File: config.mk
export PLATFORM = sky130hd
export DESIGN_NAME = mpi_reg_master
export DESIGN_NICKNAME = d
export VERILOG_FILES = /design/src/rtl/mpi_reg_master.sv
export SDC_FILE = /design/constraint.sdc
export NUM_CORES = 1
export LEC_CHECK = 0
export CORE_MARGIN = 10
export CORE_UTILIZATION = 44
export CTS_CLUSTER_DIAMETER = 60
export DETAILED_ROUTE_END_ITERATION = 8
export GPL_ROUTABILITY_DRIVEN = 1
export PLACE_DENSITY = 0.81
export SETUP_SLACK_MARGIN = 0.3
export SYNTH_ARGS = -nofsm -noshare
export SYNTH_HDL_FRONTEND = slang
export SYNTH_SLANG_ARGS = --single-unit
File: constraint.sdc
create_clock -name clks -period 2.2 [get_ports clks]
set_clock_uncertainty 0.2 [all_clocks]
set_input_delay 0.22 -clock clks [delete_from_list [all_inputs] [get_ports clks]]
set_output_delay 0.22 -clock clks [all_outputs]
set_load 0.01 [all_outputs]
File: src/rtl/mpi_reg_master.sv
// MPI register initiator: turns one valid/ready request into a cpu_wr or cpu_rd strobe and a held response.
// Latency: write response 2 cycles after accept, read response RD_LAT+2; req_rdy stays low until the response handshakes.
module mpi_reg_master #(
  parameter int CPU_ADDR_WIDTH = 12,
  parameter int CPU_DATA_WIDTH = 32,
  parameter int RD_LAT         = 2
) (
  input  logic                      clks,
  input  logic                      reset,
  input  logic                      req_vld,
  output logic                      req_rdy,
  input  logic                      req_wr,
  input  logic [CPU_ADDR_WIDTH-1:0] req_addr,
  input  logic [CPU_DATA_WIDTH-1:0] req_wdata,
  output logic                      rsp_vld,
  input  logic                      rsp_rdy,
  output logic                      rsp_wr,
  output logic [CPU_DATA_WIDTH-1:0] rsp_rdata,
  output logic                      cpu_wr,
  output logic [CPU_ADDR_WIDTH-1:0] cpu_wr_addr,
  output logic [CPU_DATA_WIDTH-1:0] cpu_data_in,
  output logic                      cpu_rd,
  input  logic [CPU_DATA_WIDTH-1:0] cpu_data_out,
  input  logic                      cnt_clr,
  output logic [15:0]               wr_cnt,
  output logic [15:0]               rd_cnt
);

  typedef enum logic [1:0] {IDLE, WR, RD_WAIT, RSP} state_t;

  localparam logic [3:0] LAT_LOAD = 4'(RD_LAT - 1);

  state_t     state;
  logic [3:0] lat_cnt;

  always_ff @(posedge clks or negedge reset) begin
    if (!reset) begin
      state       <= IDLE;
      req_rdy     <= 1'b1;
      rsp_vld     <= 1'b0;
      rsp_wr      <= 1'b0;
      rsp_rdata   <= '0;
      cpu_wr      <= 1'b0;
      cpu_rd      <= 1'b0;
      cpu_wr_addr <= '0;
      cpu_data_in <= '0;
      lat_cnt     <= '0;
    end else begin
      case (state)
        IDLE: begin
          if (req_vld && req_rdy) begin
            req_rdy     <= 1'b0;
            cpu_wr_addr <= req_addr;
            if (req_wr) begin
              cpu_wr      <= 1'b1;
              cpu_data_in <= req_wdata;
              state       <= WR;
            end else begin
              cpu_rd <= 1'b1;
              state  <= RD_WAIT;
            end
          end
        end
        WR: begin
          cpu_wr    <= 1'b0;
          rsp_vld   <= 1'b1;
          rsp_wr    <= 1'b1;
          rsp_rdata <= '0;
          state     <= RSP;
        end
        RD_WAIT: begin
          // Counter is loaded as the strobe drops, so it hits 0 in cycle C+RD_LAT.
          if (cpu_rd) begin
            cpu_rd  <= 1'b0;
            lat_cnt <= LAT_LOAD;
          end else if (lat_cnt == 4'd0) begin
            rsp_vld   <= 1'b1;
            rsp_wr    <= 1'b0;
            rsp_rdata <= cpu_data_out;
            state     <= RSP;
          end else begin
            lat_cnt <= lat_cnt - 4'd1;
          end
        end
        RSP: begin
          if (rsp_rdy) begin
            rsp_vld <= 1'b0;
            req_rdy <= 1'b1;
            state   <= IDLE;
          end
        end
        default: state <= IDLE;
      endcase
    end
  end

  always_ff @(posedge clks or negedge reset) begin
    if (!reset) begin
      wr_cnt <= '0;
      rd_cnt <= '0;
    end else if (cnt_clr) begin
      wr_cnt <= '0;
      rd_cnt <= '0;
    end else begin
      if (cpu_wr) wr_cnt <= wr_cnt + 16'd1;
      if (cpu_rd) rd_cnt <= rd_cnt + 16'd1;
    end
  end

endmodule
==> impl_metrics.yaml <==
layout:
  final_common_cell: "clkdlybuf4s50_1"
  layoutNonFillerInstCount: 771
  multi_input_area_um2: 1960
  area_delta_synth_final_pct: 62.1
  mostFrequentLayoutCells: "190 x clkdlybuf4s50_1, 108 x dfrtp_1, 46 x mux2_2, 32 x a22o_1, 32 x nor2_1"
  drive_above_1_share: 0.233
  finish.utilization: 0.736
  nFillCells: 709
  n_antenna_cell: 0
  register_area_um2: 2990
  num-nets-final: 709
timing:
  rsz0062_at_grt: "true"
  setup_viol: 0
  tns_ps: 0
  tightest_slew_ps: 637
  fin_crit_ps: 2030
  finalCritPeriodShare: 0.923
  max_slew_margin: 0.575
  hold_viol: 0
  setup_ws_ps: 170
  max_freq_mhz: 493
  maxSlewViolCount: 0
yosys:
  synthMuxAreaShare: 0.116
  seq_area_frac_synth: 0.598
  async_flop_share: 1.00
  syn_area_per_cell_um2: 12.8
  synthCells: 390
  postSynthNetCount: 481
  synth_top_family_by_area: "multiplexers"
  yosysUniqueCellTypes: 40
  yosys.area_share.simple: 0.108
  synth_compound_area_frac: 0.0853
  synth_warnings: 0
  synthAdderAreaFrac: 0.0226
  ys.flop_type: "dfrtp_1"
  synth_edf_count: 0
  synthXorXnorAreaFrac: 0.0439
  synthesis.area_um2: 4980
  synth_seq_cells: 119
global_route:
  antenna_found_initial: 0
  track_usage: 0.183
  grt_overflow: 0
  grt_max_degree: 120
  grt_first_pass_wirelength_um: 23400
  grt_pass1_vias: 4236
clock_tree:
  cts_max_level: 4
  cts_root_buf: "clkbuf_16"
  cts.clk_slew.worst_paths_ps: 60
  cts.path.max_buffers: 2
  worstSkewPairLatency_ps: 410
  cts_tree: "yes"
  cts_buffers: 17
  cts.sinks: 119
floorplanning:
  die_h_um: 126
  ios: 195
  core_area_um2: 11000
  initial_core_util: 0.454
  die-area_um2: 16000
  floorplan.rows: 38
  die_x_um: 126
route:
  viasPerCell: 5.20
  drc_errors: 0
  drtPass1Iterations: 4
  drt_wl_total_um: 15500
  dr_total_vias: 4006
  drtAntennaViolNets: 0
  wire_per_inst_um: 20.1
  drt_iter0_drc: 318
power:
  p_leak_nw: 3.68
  switching_share: 0.206
  p_int_mw: 4.11
  switchingPower_mw: 1.07
  p_per_area_nw_per_um2: 640
  ir_worst_vdd_uv: 675
  power_frac_seq: 0.428
  p_comb_frac: 0.051
  clockPowerShare: 0.521
  p_total_mw: 5.17
worst_setup_path:
  ff2ff_setup_slack_ps: 170
  r2r_end: "rsp_rdata[22]$_DFFE_PN0P_"
  rr_worst_depth: 8
  endpoint_kind: "flip-flop"
  worstSetupPathType: "reg -> reg"
  rr_startpoint: "lat_cnt[1]$_DFFE_PN0P_"
  path_max_fanout: 8
  crit_required_ps: 2350
  critPathArrivalTime_ps: 2180
  start_kind: "flip-flop"
  crit_start: "lat_cnt[1]$_DFFE_PN0P_"
placement:
  hpwl_um: 10200
  place_ws_ps: -204
  portBuffers: 194
  gp_congestion: 0.774
  dp.cells: 715
hold_path:
  min_to: "rsp_rdata[30]$_DFFE_PN0P_"
  hold_class: "in -> reg"
  min_delay_path_depth: 2
  hp-start: "cpu_data_out[30]"
status:
  status: "finished clean"
flow_run:
  cap_violations: 0
routing by layer:
layer,GRT usage,wire length (um)
met1,0.194,5820
met2,0.315,8210
met3,0.0866,1320
met4,0.0583,118
met5,0,0
worst max-delay path by stage:
stage | cells past startpoint | end | slack, ps
6_report | 8 | rsp_rdata[22]$_DFFE_PN0P_ | 170
5_1_grt | 6 | state[1]$_DFFE_PN0P_ | 140
4_1_cts | 6 | state[0]$_DFFE_PN0P_ | 210
3_5_place_dp | 6 | rsp_rdata[27]$_DFFE_PN0P_ | -200
3_3_place_gp | 6 | rsp_rdata[10]$_DFFE_PN0P_ | -60
2_1_floorplan | 8 | rsp_rdata[0]$_DFFE_PN0P_ | 180
sequential cells by signal, summed over array words and instances, names as in the netlist:
register	flops
cpu_data_in	32
cpu_rd	1
cpu_wr	1
cpu_wr_addr	12
lat_cnt	4
rd_cnt	16
req_rdy	1
rsp_rdata	32
rsp_vld	1
rsp_wr	1
state	2
wr_cnt	16
through the flow:
stage	hold slack [ps]	cell area [um^2]
final	212	8080
after global routing	201	8080
after CTS	198	7880
after detailed placement	165	7130
after global placement	163	7130
after floorplan	-276	4990
worst max-delay path: stages (launching register included):
cell and delay (ps):
dfrtp_1 390, inv_2 70, ha_1 120, or4b_4 490
nor2_4 160, buf_6 120, buf_6 120, clkbuf_16 150
a22o_1 140
Yosys cell counts, types with 2 or more instances:
master	n	area, um^2
nor2_1	35	131
or3_1	3	18.8
and3_1	4	25.0
o21ai_0	9	45.0
nand4_1	10	62.6
nand4_2	2	25.0
a22o_1	32	280
inv_1	8	30.0
xor2_1	17	149
and2_1	2	12.5
buf_2	11	55.1
o31ai_1	3	22.5
nand3_1	11	55.1
mux2i_1	6	60.1
nand2_1	12	45.0
xnor2_1	8	70.1
and4_1	4	35.0
mux2_2	46	518
clkbuf_1	9	33.8
a21oi_1	9	45.0
nor3_1	3	15.0
nor2b_1	3	18.8
ha_1	9	113
dfrtp_1	118	2950
power by group through the flow:
| stage | clock network (mW) | logic (mW) | registers [mW] |
|---|---|---|---|
| 6_report | 2.70 | 0.264 | 2.21 |
| 4_1_cts | 2.73 | 0.267 | 2.21 |
| 3_5_place_dp | 0 | 0.262 | 2.25 |
| 2_1_floorplan | 0 | 0.0353 | 2.25 |
| 5_1_grt | 2.85 | 0.288 | 2.21 |
| 3_3_place_gp | 0 | 0.253 | 2.25 |
cell families (layout without fill, tap and decap cells):
group | count (synthesis) | in the layout
flip-flops | 119 | 119
XOR/XNOR | 25 | 25
multiplexers | 52 | 52
buffers and inverters | 30 | 269
AO/OA/AOI/OAI | 55 | 55
adder cells (fa/ha/maj) | 9 | 9
AND/OR/NAND/NOR | 100 | 102
repair_timing:
item | in CTS | in global routing
resized for setup | 20 | 18
hold endpoints to repair | 118 | 0
hold buffers | 1 | 0
pin swaps | 1 | 21
gates cloned | 3 | 5
setup endpoints to repair | 56 | 79
buffers inserted | 9 | 6
cell type report:
cell class                 instances  area share
sequential                       119       0.370
tap                              140      0.0217
timing repair buffer             229       0.291
inverter                           8     0.00372
multi-input combinational        243       0.242
clock inverter                     9      0.0122
clock buffer                      23      0.0592
No activity file was read; power rests on OpenSTA's default activity.
